<file path="src/rtl/stack_sequencer_pkg.sv">
// Shared types for the stack push/pop sequencer: STACK_* word bitmask layout
// and the sequencer state encoding.
package stack_sequencer_pkg;

    localparam int unsigned STACK_W = 16;

    // Push walks these low-to-high, pop walks them high-to-low.
    localparam logic [15:0] STACK_AW         = 16'h0001;
    localparam logic [15:0] STACK_CW         = 16'h0002;
    localparam logic [15:0] STACK_DW         = 16'h0004;
    localparam logic [15:0] STACK_BW         = 16'h0008;
    localparam logic [15:0] STACK_SP         = 16'h0010;
    localparam logic [15:0] STACK_BP         = 16'h0020;
    localparam logic [15:0] STACK_IX         = 16'h0040;
    localparam logic [15:0] STACK_IY         = 16'h0080;
    localparam logic [15:0] STACK_BP_SKIP_SP = 16'h0100;
    localparam logic [15:0] STACK_PS         = 16'h0200;
    localparam logic [15:0] STACK_PC         = 16'h0400;
    localparam logic [15:0] STACK_OPERAND    = 16'h0800;

    localparam logic [3:0] STACK_IDX_SP         = 4'd4;
    localparam logic [3:0] STACK_IDX_BP_SKIP_SP = 4'd8;
    localparam logic [3:0] STACK_IDX_OPERAND    = 4'd11;

    localparam logic [15:0] STACK_STEP = 16'd2;

    typedef enum logic [2:0] {
        ST_IDLE,
        ST_PUSH_SCAN,
        ST_PUSH_BUS,
        ST_POP_SCAN,
        ST_POP_BUS,
        ST_DONE
    } stack_seq_state_e;

    function automatic logic [15:0] stack_bit(input logic [3:0] idx);
        return 16'h0001 << idx;
    endfunction

endpackage

</file>
<file path="src/rtl/stack_sequencer_bit_select.sv">
// Combinational set-bit encoder: lowest set bit when dir_i=0, highest when dir_i=1.
module stack_bit_select (
    input  logic [15:0] mask_i,
    input  logic        dir_i,
    output logic [3:0]  idx_o,
    output logic        valid_o
);

    always_comb begin
        idx_o   = 4'd0;
        valid_o = |mask_i;
        if (dir_i) begin
            for (int i = 0; i < 16; i++) begin
                if (mask_i[i]) idx_o = 4'(i);
            end
        end else begin
            for (int i = 15; i >= 0; i--) begin
                if (mask_i[i]) idx_o = 4'(i);
            end
        end
    end

endmodule

</file>
<file path="src/rtl/stack_sequencer.sv">
// Push/pop sequencer: walks STACK_* masks one word at a time, driving SS-relative
// bus accesses, register writeback and SP update strobes.
module stack_sequencer
    import stack_sequencer_pkg::*;
(
    input  logic        clk_i,
    input  logic        reset_i,
    input  logic        start_i,
    input  logic [15:0] push_mask_i,
    input  logic [15:0] pop_mask_i,
    input  logic [15:0] sp_in_i,
    input  logic [15:0] operand_in_i,
    output logic [3:0]  reg_sel_o,
    input  logic [15:0] reg_rdata_i,
    output logic        reg_we_o,
    output logic [15:0] reg_wdata_o,
    output logic        sp_we_o,
    output logic [15:0] sp_wdata_o,
    output logic        bus_req_o,
    output logic        bus_write_o,
    output logic [15:0] bus_addr_o,
    output logic [15:0] bus_wdata_o,
    input  logic        bus_ack_i,
    input  logic [15:0] bus_rdata_i,
    output logic        busy_o,
    output logic        done_o
);

    stack_seq_state_e state_q, state_d;
    logic [15:0] push_mask_q, push_mask_d;
    logic [15:0] pop_mask_q, pop_mask_d;
    logic [15:0] sp_q, sp_d;
    logic [15:0] sp_in_q, sp_in_d;
    logic [15:0] operand_q, operand_d;
    logic [3:0]  idx_q, idx_d;
    logic [15:0] wdata_q, wdata_d;

    logic        pop_phase;
    logic [15:0] sel_mask;
    logic [3:0]  sel_idx;
    logic        sel_valid;
    logic [15:0] sp_dec, sp_inc;

    assign pop_phase = (state_q == ST_POP_SCAN) || (state_q == ST_POP_BUS);
    assign sel_mask  = pop_phase ? pop_mask_q : push_mask_q;
    assign sp_dec    = sp_q - STACK_STEP;
    assign sp_inc    = sp_q + STACK_STEP;

    stack_bit_select u_bit_select (
        .mask_i  (sel_mask),
        .dir_i   (pop_phase),
        .idx_o   (sel_idx),
        .valid_o (sel_valid)
    );

    always_ff @(posedge clk_i) begin
        if (reset_i) begin
            state_q     <= ST_IDLE;
            push_mask_q <= '0;
            pop_mask_q  <= '0;
            sp_q        <= '0;
            sp_in_q     <= '0;
            operand_q   <= '0;
            idx_q       <= '0;
            wdata_q     <= '0;
        end else begin
            state_q     <= state_d;
            push_mask_q <= push_mask_d;
            pop_mask_q  <= pop_mask_d;
            sp_q        <= sp_d;
            sp_in_q     <= sp_in_d;
            operand_q   <= operand_d;
            idx_q       <= idx_d;
            wdata_q     <= wdata_d;
        end
    end

    always_comb begin
        state_d     = state_q;
        push_mask_d = push_mask_q;
        pop_mask_d  = pop_mask_q;
        sp_d        = sp_q;
        sp_in_d     = sp_in_q;
        operand_d   = operand_q;
        idx_d       = idx_q;
        wdata_d     = wdata_q;
        unique case (state_q)
            ST_IDLE: begin
                if (start_i) begin
                    push_mask_d = push_mask_i;
                    pop_mask_d  = pop_mask_i;
                    sp_d        = sp_in_i;
                    sp_in_d     = sp_in_i;
                    operand_d   = operand_in_i;
                    state_d     = ST_PUSH_SCAN;
                end
            end
            ST_PUSH_SCAN: begin
                if (!sel_valid) begin
                    state_d = ST_POP_SCAN;
                end else if (sel_idx == STACK_IDX_BP_SKIP_SP) begin
                    push_mask_d = push_mask_q & ~stack_bit(sel_idx);
                end else begin
                    // Capture write data now; reg_rdata follows reg_sel only during the scan.
                    idx_d = sel_idx;
                    if (sel_idx == STACK_IDX_SP)           wdata_d = sp_in_q;
                    else if (sel_idx == STACK_IDX_OPERAND) wdata_d = operand_q;
                    else                                   wdata_d = reg_rdata_i;
                    state_d = ST_PUSH_BUS;
                end
            end
            ST_PUSH_BUS: begin
                if (bus_ack_i) begin
                    push_mask_d = push_mask_q & ~stack_bit(idx_q);
                    sp_d        = sp_dec;
                    state_d     = ST_PUSH_SCAN;
                end
            end
            ST_POP_SCAN: begin
                if (!sel_valid) begin
                    state_d = ST_DONE;
                end else if (sel_idx == STACK_IDX_BP_SKIP_SP) begin
                    pop_mask_d = pop_mask_q & ~stack_bit(sel_idx);
                    sp_d       = sp_inc;
                end else begin
                    idx_d   = sel_idx;
                    state_d = ST_POP_BUS;
                end
            end
            ST_POP_BUS: begin
                if (bus_ack_i) begin
                    pop_mask_d = pop_mask_q & ~stack_bit(idx_q);
                    sp_d       = sp_inc;
                    state_d    = ST_POP_SCAN;
                end
            end
            ST_DONE: state_d = ST_IDLE;
            default: state_d = ST_IDLE;
        endcase
    end

    // Every strobe is gated by reset so an abort takes effect in the same cycle.
    always_comb begin
        reg_sel_o   = idx_q;
        reg_we_o    = 1'b0;
        reg_wdata_o = '0;
        sp_we_o     = 1'b0;
        sp_wdata_o  = sp_q;
        bus_req_o   = 1'b0;
        bus_write_o = 1'b0;
        bus_addr_o  = '0;
        bus_wdata_o = '0;
        busy_o      = 1'b0;
        done_o      = 1'b0;
        if (!reset_i) begin
            busy_o = (state_q != ST_IDLE);
            done_o = (state_q == ST_DONE);
            unique case (state_q)
                ST_PUSH_SCAN: reg_sel_o = sel_idx;
                ST_PUSH_BUS: begin
                    bus_req_o   = 1'b1;
                    bus_write_o = 1'b1;
                    bus_addr_o  = sp_dec;
                    bus_wdata_o = wdata_q;
                    if (bus_ack_i) begin
                        sp_we_o    = 1'b1;
                        sp_wdata_o = sp_dec;
                    end
                end
                ST_POP_SCAN: begin
                    reg_sel_o = sel_idx;
                    if (sel_valid && sel_idx == STACK_IDX_BP_SKIP_SP) begin
                        sp_we_o    = 1'b1;
                        sp_wdata_o = sp_inc;
                    end
                end
                ST_POP_BUS: begin
                    bus_req_o  = 1'b1;
                    bus_addr_o = sp_q;
                    if (bus_ack_i) begin
                        sp_we_o     = 1'b1;
                        sp_wdata_o  = sp_inc;
                        reg_we_o    = (idx_q != STACK_IDX_SP);
                        reg_wdata_o = bus_rdata_i;
                    end
                end
                default: ;
            endcase
        end
    end

endmodule
</file>
<file path="config.mk">
export PLATFORM = sky130hd
export DESIGN_NAME = stack_sequencer
export DESIGN_NICKNAME = d
export VERILOG_FILES = /design/src/rtl/stack_sequencer_pkg.sv /design/src/rtl/stack_sequencer_bit_select.sv /design/src/rtl/stack_sequencer.sv
export SDC_FILE = /design/constraint.sdc
export NUM_CORES = 1
export LEC_CHECK = 0
export BUFFER_PORTS_ARGS = -buffer_cell sky130_fd_sc_hd__buf_2
export CAP_MARGIN = 20
export CORE_ASPECT_RATIO = 2
export CORE_MARGIN = 1
export CORE_UTILIZATION = 42
export DETAILED_ROUTE_END_ITERATION = 6
export GPL_TIMING_DRIVEN = 0
export PLACE_DENSITY = 0.65
export SLEW_MARGIN = 20
export SYNTH_ARGS = -nofsm -noshare
export SYNTH_HDL_FRONTEND = slang
export SYNTH_HIERARCHICAL = 1
export SYNTH_SLANG_ARGS = --single-unit
</file>
<file path="constraint.sdc">
create_clock -name clk_i -period 8.8 [get_ports clk_i]
set_clock_uncertainty 0.1 [all_clocks]
set_input_delay 0.44 -clock clk_i [delete_from_list [all_inputs] [get_ports clk_i]]
set_output_delay 0.44 -clock clk_i [all_outputs]
set_load 0.1 [all_outputs]
</file>
# [Yosys cells after proc, flatten, opt, wreduce, memory -nomap -nowiden]
# Cells that the tools add are included.
[totals] latch_bits=0 ff_bits=103 word_cells=138 out_inout_bits=74 n_memories=0 ram_bits=0 mem_bits_ro=0
[classes] addsub=2 n_shift=2 muxes=84 order_cmp=0 reduce_logical=17 bitwise=7 div_mod_pow=0 eq_ne=18 n_mul=0
[ops] cell="$mux W16" n=24
[ops] cell="$pmux W16 S3" n=3
[ops] cell="$mux W4" n=27
[ops] cell="$and A16 B16 Y16" n=4
[ops] cell="$pmux W16 S4" n=1
[ops] cell="$mux W3" n=11
[ops] cell="$not A16 Y16" n=2
[ops] cell="$pmux W16 S2" n=1
[ops] cell="$shl A1 B4 Y16 const A" n=2
[ops] cell="$add A16 B2 Y16 const B" n=1
[ops] cell="$reduce_or A16 Y1" n=1
[ops] cell="$sub A16 B2 Y16 const B" n=1
[ops] cell="$pmux W3 S5" n=1
[ops] cell="$reduce_and A5 Y1" n=3
[ops] cell="$mux W1" n=13
[ops] cell="$ne A2 B2 Y1 const B" n=6
[ops] cell="$reduce_bool A3 Y1" n=3
[ops] cell="$eq A4 B4 Y1 const B" n=2
[ops] cell="$eq A3 B2 Y1 const B" n=2
[ops] cell="$eq A3 B3 Y1 const B" n=2
[ops] cell="$ne A3 B3 Y1 const B" n=2
[ops] cell="$reduce_and A3 Y1" n=2
[ops] cell="$eq A4 B3 Y1 const B" n=1
[ops] cell="$mux W2" n=2
[ops] cell="12 further kinds" n=13

# [Longest topological paths before layout]
[logic_depth] ltp_word=26 ltp_mapped=19 depth_no_buf=13

# [Modules after synthesis]
# The synthesis kept the hierarchy.
[by_module_without_submodules] mod="stack_sequencer" cells_per_inst=1026 area_per_inst_um2=7313.3 n_inst=1
[by_module_without_submodules] mod="stack_bit_select" cells_per_inst=55 area_per_inst_um2=312.8 n_inst=1

# [Worst setup path before layout]
# OpenSTA, ideal clock, no wires.
[synth_timing] path_kind="register -> output" startpoint="reg state_q[2]" endpoint="out sp_wdata_o[12]" stages_incl_launch_ff=14 path_buffers=3 arrival_ps=6959 setup_slack_ps=1301 cell_sequence="dfxtp_1 > buf_4 > or3b_2 > buf_2 > nand2_2 > buf_2 > mux2_2 > nor4_4 > and3_1 > o22a_1 > nor4b_2 > and2_1 > nand3_1 > o311ai_0"
[synth_via] word_cells_on_any_way=43 classes_between="eq/ne (4); mux (36); reduce/logical (3)"
[synth_rtl] element="from (decl)" line="stack_sequencer.sv:29" text="stack_seq_state_e state_q, state_d;"
[synth_rtl] element="from (signal assigned)" line="stack_sequencer.sv:67" text="state_q <= state_d;"
[synth_rtl] element="$eq A3 B2 Y1 or $eq A3 B3 Y1 (tied branches)" line="stack_sequencer.sv:44" text="assign pop_phase = (state_q == ST_POP_SCAN) || (state_q == ST_POP_BUS);"
[synth_rtl] element="$logic_or A1 B1 Y1 (*)" line="stack_sequencer.sv:44"
[synth_rtl] element="named net pop_phase" line="stack_sequencer.sv:38" text="logic pop_phase;"
[synth_rtl] element="$mux W16 (*)" line="stack_sequencer.sv:45" text="assign sel_mask = pop_phase ? pop_mask_q : push_mask_q;"
[synth_rtl] element="named net sel_mask[7]" line="stack_sequencer.sv:39" text="logic [15:0] sel_mask;"
[synth_rtl] element="$mux W4 (*) (8 in series)" line="stack_sequencer_bit_select.sv:18" text="if (mask_i[i]) idx_o = 4'(i);"
[synth_rtl] element="$mux W4 (*)" line="stack_sequencer_bit_select.sv:12" text="if (dir_i) begin"
[synth_rtl] element="named net sel_idx[3]" line="stack_sequencer.sv:40" text="logic [3:0] sel_idx;"
[synth_rtl] element="$eq A4 B4 Y1 (*)" line="stack_sequencer.sv:172" text="if (sel_valid && sel_idx == STACK_IDX_BP_SKIP_SP) begin"
[synth_rtl] element="$logic_and A1 B1 Y1 (*)" line="stack_sequencer.sv:172"
[synth_rtl] element="$mux W16 (*)" line="stack_sequencer.sv:172"
[synth_rtl] element="$pmux W16 S3 (*)" line="stack_sequencer.sv:158" text="unique case (state_q)"
[synth_rtl] element="$mux W16 (*)" line="stack_sequencer.sv:155" text="if (!reset_i) begin"
[synth_rtl] element="to (decl)" line="stack_sequencer.sv:18" text="output logic [15:0] sp_wdata_o,"
# Mark *: on every way through the listed nets, which the timed path passes. The rest lies on a longest branch.

# [Worst setup path in the final report]
[layout_timing] startpoint="reg state_q[0]" endpoint="out sp_wdata_o[15]"
# Same word-level chain as after synthesis.

==> results by stage <==
STA:
- Setup violations remaining at the end of the flow were counted as 0.
- The maximum frequency from static timing analysis is 150 MHz.
- The final clock period utilization by the worst path is 0.760.
- Final hold analysis gives a worst-case slack of 0.212 ns.
- The transition time of the tightest slew-check pin is 0.841 ns.
- The post-layout minimum cycle time is 6.69 ns.
- The worst slew margin relative to its limit is 0.434.
- The number of hold violations in the final report is 0.
- Setup repair after global routing left no endpoint under its margin.
- Setup total negative slack on the finished layout was measured at 0 ns.
- The final number of max-transition violations is 0.

Hold path:
- The startpoint of the most critical hold path is operand_in_i[0].
- The classification of the worst-slack hold path is in -> reg.

Finish:
- The fill cell instance count of the final layout is 1891.
- The count of placed standard cells in the final layout, fillers left out is 1482.
- The net count of the finished layout is 1365.
- The final core utilization is 0.511.
- In the final layout, the share of cells above drive strength 1 is 0.205.
- The area overhead of the layout relative to synthesis is 19.2%.

Synth:
- The most common flop cell mapped by yosys is sky130_fd_sc_hd__dfxtp_1.
- The async set or reset register ratio after synthesis is 0.
- The warning count from the yosys run is 6.
- The synthesized netlist net count is 1183.
- By area, the combinational part of the netlist is dominated by compound AO/OA/AOI/OAI gates.
- Counting flops with a built-in enable in the synthesized netlist gives 0.
- The portion of synthesized area spent on multiplexers is 0.0599.
- The mean instance size in the synthesized netlist is 7.05 µm².
- Of the synthesized area, sequential elements account for 0.270.
- The post-synthesis cell area is 7630 µm².
- The post-synthesis compound-gate area fraction is 0.306.
- Of the total synthesized cell area, the portion taken by XOR and XNOR cells is 0.0149.
- The number of distinct library cell variants in the gate-level netlist after synthesis is 82.
- The basic-gate share of the synthesized area counting and, or, nand and nor cells is 0.274.
- The adder and majority cell fraction of the synthesized area is 0.00328.
- Synthesis inferred 103 register bits.
- Synthesis produced 1081 cells.

Clock tree:
- The total of cells resized after clock tree synthesis is 0.
- The clock slew seen by the registers of the worst setup and hold paths is 0.09 ns.
- The count of hold buffers inserted by post-cts repair is 0.
- The post-CTS setup-driven buffer insertion count is 0.
- CTS placed an instance of sky130_fd_sc_hd__clkbuf_16 at the clock tree root.
- The H-tree depth is 3.
- The maximum root-to-sink buffer count is 2.
- The number of buffers added by the clock tree synthesis step is 9.
- The source-to-sink clock delay at the later pin of the worst-skew pair is 0.37 ns.
- For this design, the sink count on the clock tree is 103.
- TritonCTS built the clock tree.

Floorplanning:
- In this run the horizontal extent of the chip is 97.3 µm.
- The initial utilization of the core area, before any placement, comes to 0.429.
- The die covers 18700 µm².
- The overall die height is 193 µm.
- The total core area is 17800 µm².
- The number of core rows is 69.
- During I/O placement, the number of pins put on the boundary was 174.

Detailed routing:
- Using the TritonRoute via totals, the vias-per-cell ratio works out to 6.32.
- The total length of routed wires is 35000 µm.
- The average wire per cell in the routed design is 23.6 µm.
- The detail route stage leaves a number of antenna-violating nets equal to 0.
- The starting DRC count in detailed routing is 778.
- Detailed routing inserted a total of 9365 vias.
- The DRC violation count after routing is 0.
- The iteration count of the initial detailed-routing pass is 6.

Critical path:
- The worst setup path is of the reg -> out kind.
- In this run the worst setup path begins at state_q[0].
- The worst path arrival time is 6.15 ns.
- The launching point of the worst reg2reg path is state_q[0].
- The startpoint type of the worst setup path is a flip-flop.
- The kind of end point of the critical path is a primary output.
- In this run the worst path has a maximum fanout of 14.
- The required arrival time at the worst endpoint is 8.26 ns.

GRT:
- The largest net degree at the start of global routing is 21.
- The global route total overflow is 0.
- The via count of the first global-routing pass is 9099.
- The first global-routing pass estimated 52000 µm of wire.
- The total global routing track utilization is 0.369.
- The initial antenna violation count is 1.

Placed design:
- Detailed placement ended at an HPWL of 27200 µm.
- In this run the tool buffered the top-level ports with 171 buffer cells.
- The global placer's final weighted congestion is 1.06.
- The instance count after placement with tap cells included is 1465.

Flow run:
- The max-cap violation count is 0.

Pwr:
- The power per cell area is 411 nW/µm².
- Summed over all cells, the static leakage comes to 3.74 nW.
- The worst-case IR drop observed on VDD is 0.000294 V.

Run status:
- The flow ran to the end, and the final reports show no timing, DRC or antenna violations.
-- cell usage after synthesis (all sizes together) (9+ instances only) --
| library cell | instances | share of area |
|---|---|---|
| a211oi | 28 | 0.028 |
| a21oi | 125 | 0.083 |
| a221oi | 12 | 0.017 |
| a31oi | 15 | 0.012 |
| and2 | 21 | 0.017 |
| and3 | 23 | 0.019 |
| buf | 37 | 0.025 |
| clkbuf | 75 | 0.037 |
| dfxtp | 103 | 0.27 |
| inv | 19 | 0.0094 |
| mux2 | 21 | 0.031 |
| mux2i | 22 | 0.029 |
| nand2 | 140 | 0.070 |
| nand2b | 12 | 0.0098 |
| nand3 | 16 | 0.011 |
| nand4 | 9 | 0.0074 |
| nor2 | 101 | 0.050 |
| nor3 | 36 | 0.024 |
| nor4 | 13 | 0.013 |
| o21ai | 73 | 0.048 |
| o22ai | 38 | 0.031 |
| or3 | 13 | 0.011 |
| xnor2 | 9 | 0.010 |
-- path summary, 6_finish.rpt --
path / end / slack (ns) / cells after the start
setup / recovery: sp_wdata_o[15] / 2.11 / 15
hold / removal: operand_q[0] / 0.21 / 3
setup reg to reg: sp_q[10] / 3.13 / 15
hold reg to reg: operand_q[5] / 0.36 / 2
-- cell usage in the layout (no fill, tap or decap), drive strengths merged, types with 22 or more instances in the layout --
cell and count:
buf 208, nand2 140, a21oi 125, dfxtp 103, nor2 101, clkbuf 84, o21ai 73, o22ai 38
nor3 36, a211oi 28, and3 23, inv 23, mux2i 22
-- metal layers --
metal	share of wire	up-vias	global-route usage
met1	0.34	4327	0.363
met3	0.066	184	0.0576
met2	0.51	524	0.671
met4	0.089	0	0.314
li1	-	4330	-
met5	0	-	0
-- cells by family after synthesis --
kind of cell | count (synthesis)
mux | 43
flops | 103
compound gates | 367
buf+inv | 131
simple gates | 422
xor+xnor | 13
fa+ha+maj | 2
-- flip-flops by register name (all words and copies together) (netlist names) --
| name | count |
|---|---|
| idx_q | 4 |
| operand_q | 16 |
| pop_mask_q | 16 |
| push_mask_q | 16 |
| sp_in_q | 16 |
| sp_q | 16 |
| state_q | 3 |
| wdata_q | 16 |
-- area by class of cell --
cell class | instances | area (µm²) | area share
Antenna cell | 1 | 2.50 | 0.000275
Buffer | 112 | 475 | 0.0523
Clock buffer | 9 | 225 | 0.0248
Clock inverter | 7 | 97.6 | 0.0107
Inverter | 19 | 71.3 | 0.00784
Multi-Input combinational cell | 847 | 5030 | 0.554
Sequential cell | 103 | 2060 | 0.227
Tap cell | 213 | 267 | 0.0293
Timing Repair Buffer | 171 | 856 | 0.0941
-- worst max-delay path, cell delays in order (launching register included) --
cell and delay, ns:
sky130_fd_sc_hd__dfxtp_1 0.33, sky130_fd_sc_hd__clkbuf_1 0.22, sky130_fd_sc_hd__or3b_2 0.60, sky130_fd_sc_hd__buf_2 0.28, sky130_fd_sc_hd__nand2_2 0.28, sky130_fd_sc_hd__buf_2 0.37
sky130_fd_sc_hd__mux2_2 0.43, sky130_fd_sc_hd__nor4_4 0.35, sky130_fd_sc_hd__and3_1 0.23, sky130_fd_sc_hd__o22a_1 0.20, sky130_fd_sc_hd__nor4b_2 0.54, sky130_fd_sc_hd__and2_1 0.29
sky130_fd_sc_hd__nand3_1 0.45, sky130_fd_sc_hd__or4_1 0.64, sky130_fd_sc_hd__nand4_1 0.11, sky130_fd_sc_hd__buf_2 0.43
-- report_power, final --
group	leakage, nW	switching (W)	internal, W	total, W
registers	0.844	0.0000890	0.000599	0.000688
logic	2.74	0.00192	0.000688	0.00260
clock network	0.157	0.000213	0.000230	0.000443
total	3.74	0.00222	0.00152	0.00373
-- through the flow --
| step | total power, W | worst slack [ns] | cell area [µm²] |
|---|---|---|---|
| 6_report | 0.00373 | 2.11 | 9090 |
| 4_1_cts | 0.00367 | 2.26 | 9090 |
| 3_3_place_gp | 0.00322 | 2.66 | 8750 |
| 5_1_grt | 0.00392 | 1.93 | 9090 |
| 2_1_floorplan | 0.00255 | 1.30 | 7630 |
| 3_5_place_dp | 0.00323 | 2.67 | 8770 |
Note: power is estimated with default switching activity, not from simulation.
